--- src/rtl/rotary_pkg.sv ---
// Shared constants for the rotary event queue: event word width, bit positions
// of each encoder source inside the word, and the empty-word value.
package rotary_pkg;
  localparam int EVT_W    = 3;
  localparam int EVT_PUSH = 0;
  localparam int EVT_ROTR = 1;
  localparam int EVT_ROTL = 2;
  localparam logic [EVT_W-1:0] EVT_NONE = 3'b000;
endpackage

--- src/rtl/rotary_edge_detect.sv ---
// Per-bit rising-edge detector. The previous level clears to 0, so an input
// that is already high when clr is released produces a rise.
module rotary_edge_detect
  import rotary_pkg::*;
(
  input  logic             clk,
  input  logic             clr,
  input  logic [EVT_W-1:0] lvl,
  output logic [EVT_W-1:0] rise
);
  logic [EVT_W-1:0] prev;

  always_ff @(posedge clk or posedge clr) begin
    if (clr) prev <= '0;
    else     prev <= lvl;
  end

  assign rise = lvl & ~prev;
endmodule

--- src/rtl/rotary_event_fifo.sv ---
// Show-ahead event queue for rotary encoder rises (rotl/rotr/push).
// Optional macro ROTQ_LEVEL_EN exposes the current occupancy on port level.
module rotary_event_fifo
  import rotary_pkg::*;
#(
  parameter  int DEPTH = 8,
  localparam int AW    = $clog2(DEPTH)
) (
  input  logic             clk,
  input  logic             clr,
  input  logic             rotl,
  input  logic             rotr,
  input  logic             push,
  input  logic             read,
  input  logic             ovf_clr,
  output logic [EVT_W-1:0] out,
  output logic             valid,
  output logic             full,
`ifdef ROTQ_LEVEL_EN
  output logic [AW:0]      level,
`endif
  output logic             overflow
);
  localparam logic [AW:0] FULL_CNT = (AW+1)'(DEPTH);

  logic [EVT_W-1:0] lvl;
  logic [EVT_W-1:0] ev;
  logic [EVT_W-1:0] mem [DEPTH];
  logic [AW-1:0]    wr_ptr;
  logic [AW-1:0]    rd_ptr;
  logic [AW:0]      count;
  logic             do_pop;
  logic             do_push;

  always_comb begin
    lvl           = '0;
    lvl[EVT_ROTL] = rotl;
    lvl[EVT_ROTR] = rotr;
    lvl[EVT_PUSH] = push;
  end

  rotary_edge_detect u_edge (
    .clk  (clk),
    .clr  (clr),
    .lvl  (lvl),
    .rise (ev)
  );

  // Contract: out holds the head event whenever valid is high; read with valid
  // pops it at the clock edge, read without valid is ignored. A pop on a full
  // queue frees the slot that a same-cycle event then takes.
  assign valid   = (count != '0);
  assign full    = (count == FULL_CNT);
  assign do_pop  = read && valid;
  assign do_push = (ev != EVT_NONE) && (!full || do_pop);
  assign out     = valid ? mem[rd_ptr] : EVT_NONE;

  always_ff @(posedge clk) begin
    if (do_push) mem[wr_ptr] <= ev;
  end

  always_ff @(posedge clk or posedge clr) begin
    if (clr) begin
      wr_ptr   <= '0;
      rd_ptr   <= '0;
      count    <= '0;
      overflow <= 1'b0;
    end else begin
      if (do_push) wr_ptr <= wr_ptr + 1'b1;
      if (do_pop)  rd_ptr <= rd_ptr + 1'b1;
      case ({do_push, do_pop})
        2'b10:   count <= count + 1'b1;
        2'b01:   count <= count - 1'b1;
        default: count <= count;
      endcase
      // A drop in the same cycle as ovf_clr keeps the flag set.
      if (ev != EVT_NONE && full && !do_pop) overflow <= 1'b1;
      else if (ovf_clr)                      overflow <= 1'b0;
    end
  end

`ifdef ROTQ_LEVEL_EN
  assign level = count;
`endif
endmodule

--- config.mk ---
export PLATFORM = sky130hd
export DESIGN_NAME = rotary_event_fifo
export DESIGN_NICKNAME = d
export VERILOG_FILES = /design/src/rtl/rotary_pkg.sv /design/src/rtl/rotary_edge_detect.sv /design/src/rtl/rotary_event_fifo.sv
export SDC_FILE = /design/constraint.sdc
export NUM_CORES = 1
export LEC_CHECK = 0
export CAP_MARGIN = 20
export CORE_MARGIN = 1.5
export CORE_UTILIZATION = 45
export CTS_BUF_LIST = sky130_fd_sc_hd__clkbuf_4 sky130_fd_sc_hd__clkbuf_8 sky130_fd_sc_hd__clkbuf_16
export DETAILED_ROUTE_END_ITERATION = 8
export GPL_ROUTABILITY_DRIVEN = 1
export GPL_TIMING_DRIVEN = 0
export PLACE_DENSITY = 0.67
export RECOVER_POWER = 50
export REMOVE_ABC_BUFFERS = 1
export SLEW_MARGIN = 20
export SYNTH_ARGS = -nofsm -noshare
export SYNTH_HDL_FRONTEND = slang
export SYNTH_SLANG_ARGS = --single-unit
--- constraint.sdc ---
create_clock -name clk -period 2.5 [get_ports clk]
set_clock_uncertainty 0.1 [all_clocks]
set_input_delay 0.375 -clock clk [delete_from_list [all_inputs] [get_ports clk]]
set_output_delay 0.375 -clock clk [all_outputs]
set_load 0.01 [all_outputs]
Yosys cells after proc, flatten, opt, wreduce, memory -nomap -nowiden
Memories as Yosys holds them, arrays and structs flattened.
Index checks and enable logic that the tools add are counted.
W data, S select, Z words.
{"block": "word_totals", "regBits": 14, "ramBits": 24, "input_bits": 7, "output_inout_bits": 6, "wordCells": 32, "memories": 1}
{"name": "mem", "words": 8, "word_bits": 3, "read_ports": 1, "rd_clocked_by_memory_dff": 0, "wr": 1, "line": "rotary_event_fifo.sv:28", "text": "logic [EVT_W-1:0] mem [DEPTH];"}
{"block": "op_classes", "addsub": 4, "n_eq_ne": 3, "muxes": 6, "bitwise": 2, "reduce_logical": 11}
{"op": "$pmux W4 S2", "n": 1}
{"op": "$add A3 B1 Y3 const B", "n": 2}
{"op": "$add A4 B1 Y4 const B", "n": 1}
{"op": "$eq A4 B4 Y1 const B", "n": 1}
{"op": "$logic_and A1 B1 Y1", "n": 4}
{"op": "$mux W1", "n": 4}
{"op": "$reduce_bool A2 Y1", "n": 2}
{"op": "$reduce_bool A4 Y1", "n": 1}
{"op": "$sub A4 B1 Y4 const B", "n": 1}
{"op": "$and A3 B3 Y3", "n": 1}
{"op": "$mux W3", "n": 1}
{"op": "$not A3 Y3", "n": 1}
{"op": "$reduce_bool A3 Y1", "n": 1}
{"op": "$eq A2 B1 Y1 const B", "n": 1}
{"op": "$eq A2 B2 Y1 const B", "n": 1}
{"op": "$logic_not A1 Y1", "n": 2}
{"op": "$logic_or A1 B1 Y1", "n": 1}

Depth between registers and ports, before layout
{"block": "logic_depth", "word_depth": 6, "depth_mapped": 7, "ltp_nobuf": 7}

Hierarchy
From an unflattened synthesis, not the netlist that was laid out.
{"block": "unflattened", "hier_cells": 124, "area_unflattened_um2": 1779.2}
{"module": "rotary_event_fifo", "instances": 1, "cells_per_inst": 117, "area_per_inst_um2": 1659.1, "seq_area_each_um2": 996.0}
{"module": "rotary_edge_detect", "instances": 1, "cells_per_inst": 7, "area_per_inst_um2": 120.1, "seq_area_each_um2": 75.1}

Worst setup path after synthesis
OpenSTA, ideal clock, no wires.
{"block": "synth_path", "path_kind": "input port to flip-flop", "startpoint": "input port rotl", "endpoint": "register count[3]", "setup_time_ps": 126, "arrival_time_ps": 2009, "path_slack_ps": 266, "path_stages": 7, "n_path_buf": 0, "path_cell_list": "nor2b_1 > nor4_2 > ha_1 > a21oi_1 > and2_1 > a22oi_1 > xnor2_1"}
{"block": "synth_between", "elab_chain_len": 5, "word_cells_on_any_way": 7}
{"element": "start: declaration", "line": "rotary_event_fifo.sv:11", "text": "input logic rotl,"}
{"element": "$and A3 B3 Y3 (*)", "line": "rotary_edge_detect.sv:18", "text": "assign rise = lvl & ~prev;"}
{"element": "$reduce_bool A3 Y1 (*)", "line": "rotary_event_fifo.sv:55", "text": "assign do_push = (ev != EVT_NONE) && (!full || do_pop);"}
{"element": "$logic_and A1 B1 Y1 (*)", "line": "rotary_event_fifo.sv:55"}
{"element": "$eq A2 B1 Y1 or $eq A2 B2 Y1 (tied branches)", "line": "rotary_event_fifo.sv:71", "text": "case ({do_push, do_pop})"}
{"element": "$pmux W4 S2 or $reduce_bool A2 Y1 (tied branches)"}
{"element": "end signal: assignment", "line": "rotary_event_fifo.sv:72", "text": "2'b10: count <= count + 1'b1;"}
{"element": "end signal: assignment", "line": "rotary_event_fifo.sv:73", "text": "2'b01: count <= count - 1'b1;"}
{"element": "end signal: assignment", "line": "rotary_event_fifo.sv:74", "text": "default: count <= count;"}
{"element": "end: declaration", "line": "rotary_event_fifo.sv:31", "text": "logic [AW:0] count;"}
Mark *: on every way between the ends. The rest lies on a longest branch, timed or not.
A chain may end at the register's enable or synchronous reset.

Worst setup path after layout
{"block": "layout_path", "startpoint": "register count[0]", "endpoint": "output port full"}
{"block": "layout_between", "elab_chain_len": 1}
{"element": "$eq A4 B4 Y1", "line": "rotary_event_fifo.sv:53", "text": "assign full = (count == FULL_CNT);"}
{"element": "end: declaration", "line": "rotary_event_fifo.sv:18", "text": "output logic full,"}
No other way between the ends.

==> flow_metrics.tcl <==
set metrics [dict create \
    run_status "finished clean" \
    power.density_cell_area_mw_per_mm2 1130 \
    io_buffer_count 12 \
    reg2regPathDepth 7 \
    timing.hold.worst.start "read" \
    worstPathBufferInverterCount 2 \
    timing.final.hold_violations 0 \
    ys_dominant_reg_cell "sky130_fd_sc_hd__edfxtp_1" \
    min_delay_worst_endpoint "overflow$_DFFE_PP0P_" \
    maxCapViolations 0 \
    critical_path.cell_chain "or4b_4 > inv_1 > clkdlybuf4s50_1" \
    grt_usage_pct 16.2 \
    initialDrtViolationCount 44 \
    ir_worst_vdd_v 0.000496 \
    hold_path_class "in -> reg" \
    post_detailed_route_via_to_cell_ratio 5.22 \
    area_of_the_placeable_core_mm2 0.00363 \
    crit-reg2reg-launch "count[3]$_DFFE_PP0P_" \
    p_total_w 0.00233 \
    timing.max_slew.rel_slack_pct 60.6 \
    post-route-cell-area_mm2 0.00206 \
    grt_setup_unrepaired "false" \
    hold_path_depth 2 \
    routabilityCongestion 0.832 \
    grt_pass1_wl_mm 4.81 \
    area.growth.synth_to_final_pct 21.3 \
    grt_pass1_vias 983 \
    die-width_um 64.4 \
    hpwl_dp_mm 1.88 \
    worst-r2r-setup-slack_ns 0.19 \
    worst_pin_slew_ns 0.591 \
    detailedRoute.firstPassIterationCount 4 \
    die_y_um 64.4 \
    period_share_pct 97.2 \
    num_vias 929 \
    timing.critical_path.max_delay_family "simple AND/OR/NAND/NOR gates" \
    cts_tree "yes" \
    wirelength_mm 2.83 \
    final_setup_viols 0 \
    synth_enable_flop_cells 24 \
    worst_setup_path_end_kind "primary output" \
    cell_variety_after_synth 32 \
    total_leakage_power_nw 0.803 \
    critical-path-slowest-cell "sky130_fd_sc_hd__or4b_4" \
    antenna_cells 0 \
    cts_buffer_depth 2 \
    h-tree-depth 2 \
    final_period_minus_worst_setup_slack_ns 2.43 \
    post_dp_cell_area_mm2 0.00186 \
    cts_buffers 5 \
    synth-seq-cells 38 \
    timing.fmax_mhz 411 \
    avgRoutedWirePerCell_um 15.9 \
    critPathMaxFanout 6 \
    post_layout_nets 141 \
    grt-ovfl-total 0 \
    ys_seq_area_share_pct 63.2 \
    clk_root_buffer_cell "sky130_fd_sc_hd__clkbuf_8" \
    r2r_end "count[3]$_DFFE_PP0P_" \
    cell_type_with_the_largest_total_area_after_synthesis "sky130_fd_sc_hd__edfxtp_1" \
    crit_path_max_incr_delay_ns 0.60 \
    die_area_mm2 0.00414 \
    worstSetupStartpoint "count[0]$_DFFE_PP0P_" \
    numClockSinks 38 \
    clk_pin_slew_ns 0.07 \
    cp_arrival_ns 1.96 \
    core.rowCount 22 \
    drv_slew 0 \
    category_of_the_worst_setup_path_launch_point "register" \
    grt_antenna_before_repair 0 \
    yosys-top-cells-area "sky130_fd_sc_hd__edfxtp_1, sky130_fd_sc_hd__dfrtp_1, sky130_fd_sc_hd__mux4_2" \
    grt_start_max_net_pins 15 \
    syn-cell-area_mm2 0.00170 \
    netlist.area_leader.share_pct 42.5 \
    share_of_post_route_cells_with_drive_strength_above_1_pct 24.6 \
    criticalPathCategory "reg -> out" \
    io_pins 13 \
    worst_ep_required_time_ns 2.03 \
    setup_tns_ns 0 \
    drt_drc_violations_left 0 \
    effective_utilization_at_floorplan_pct 46.7 \
    yosys_warnings 0 \
    syn_avg_cell_area_um2 15.8 \
    drtAntennaViolNets 0 \
    asyncSetResetFlopFracSynth_pct 36.8 \
    syn_inst 107 \
    clkLatencyLatePin_ns 0.29 \
]
==> timing repair <==
item | in CTS | in global routing
pin swaps | 0 | 3
setup endpoints to repair | 9 | 7
setup buffers | 2 | 4
gates resized for setup | 8 | 5
hold buffers | 0 | 0
==> power breakdown <==
group | switching (W) | internal, W | leakage (nW) | total (W)
Combinational | 0.000335 | 0.000464 | 0.359 | 0.000799
Clock | 0.000208 | 0.000293 | 0.0579 | 0.000502
Sequential | 0.000189 | 0.000836 | 0.387 | 0.00103
==> per-layer routing <==
metal  up-vias  share of wire, %  wire length (um)  global-route usage (%)
met2        25                50              1410                    25.0
met5         -                 0                 0                       0
met1       460                43              1210                    20.8
li1        437                 -                 -                       -
met4         0               1.9                53                    6.38
met3         7               5.3               151                    5.99
==> state kept, by name (all words and copies together) (netlist names) <==
register	count
rd_ptr	3
count	4
overflow	1
wr_ptr	3
u_edge.prev	3
mem	24
==> layout make-up <==
type	count	area, um^2
inverter	7	26.3
multi-input combinational	59	619
clock buffer	5	68.8
sequential	38	1070
clock inverter	3	40.0
fill	308	1580
timing repair buffer	18	169
tap	48	60.1
==> layout by cell type (no fill, tap or decap), types with 2 or more instances in the layout <==
cell / synthesis / final
sky130_fd_sc_hd__buf_4: 0 / 6
sky130_fd_sc_hd__clkbuf_8: 0 / 5
sky130_fd_sc_hd__clkdlybuf4s50_1: 0 / 7
sky130_fd_sc_hd__clkinv_2: 0 / 2
sky130_fd_sc_hd__dfrtp_1: 14 / 13
sky130_fd_sc_hd__dlymetal6s2s_1: 0 / 2
sky130_fd_sc_hd__edfxtp_1: 24 / 24
sky130_fd_sc_hd__ha_1: 4 / 4
sky130_fd_sc_hd__inv_1: 7 / 7
sky130_fd_sc_hd__mux2i_1: 4 / 4
sky130_fd_sc_hd__mux4_2: 6 / 6
sky130_fd_sc_hd__nand2_1: 3 / 3
sky130_fd_sc_hd__nand2b_1: 3 / 3
sky130_fd_sc_hd__nor2_1: 9 / 9
sky130_fd_sc_hd__nor2b_4: 0 / 2
sky130_fd_sc_hd__nor3_1: 3 / 3
sky130_fd_sc_hd__xnor2_1: 5 / 5
sky130_fd_sc_hd__xor2_1: 2 / 2
==> worst max-delay path by stage <==
stage	to	cells past startpoint	slack [ns]
6_report	full	3	0.07
5_1_grt	full	3	0.002
4_1_cts	out[1]	4	0.007
3_5_place_dp	count[3]$_DFFE_PP0P_	8	-0.44
3_3_place_gp	count[3]$_DFFE_PP0P_	8	-0.39
2_1_floorplan	count[3]$_DFFE_PP0P_	7	0.27
==> metrics by stage <==
step	hold slack, ns	setup WS, ns	util (%)	cells
after floorplan	0.164	0.266	-	104
after global placement	0.419	-0.386	51.3	164
after detailed placement	0.433	-0.442	51.3	164
after global routing	0.408	0.00215	56.6	178
final	0.417	0.0689	56.6	178
after CTS	0.347	0.00680	55.3	174
==> synthesized netlist by cell type (2+ instances only) <==
library cell / instances
sky130_fd_sc_hd__edfxtp_1: 24
sky130_fd_sc_hd__dfrtp_1: 14
sky130_fd_sc_hd__nor2_1: 9
sky130_fd_sc_hd__inv_1: 7
sky130_fd_sc_hd__mux4_2: 6
sky130_fd_sc_hd__xnor2_1: 5
sky130_fd_sc_hd__ha_1: 4
sky130_fd_sc_hd__mux2i_1: 4
sky130_fd_sc_hd__nand2_1: 3
sky130_fd_sc_hd__nand2b_1: 3
sky130_fd_sc_hd__nor2b_1: 3
sky130_fd_sc_hd__nor3_1: 3
sky130_fd_sc_hd__clkbuf_1: 2
sky130_fd_sc_hd__xor2_1: 2
==> logic make-up after synthesis <==
| kind of cell | after synthesis | synth area share, % |
|---|---|---|
| AO/OA/AOI/OAI | 7 | 5.61 |
| XOR/XNOR | 7 | 3.62 |
| adder cells (fa/ha/maj) | 5 | 4.13 |
| buffers and inverters | 10 | 2.21 |
| flip-flops | 38 | 63.2 |
| multiplexers | 13 | 12.5 |
| AND/OR/NAND/NOR | 27 | 8.71 |
Note: power is estimated with default switching activity, not from simulation.
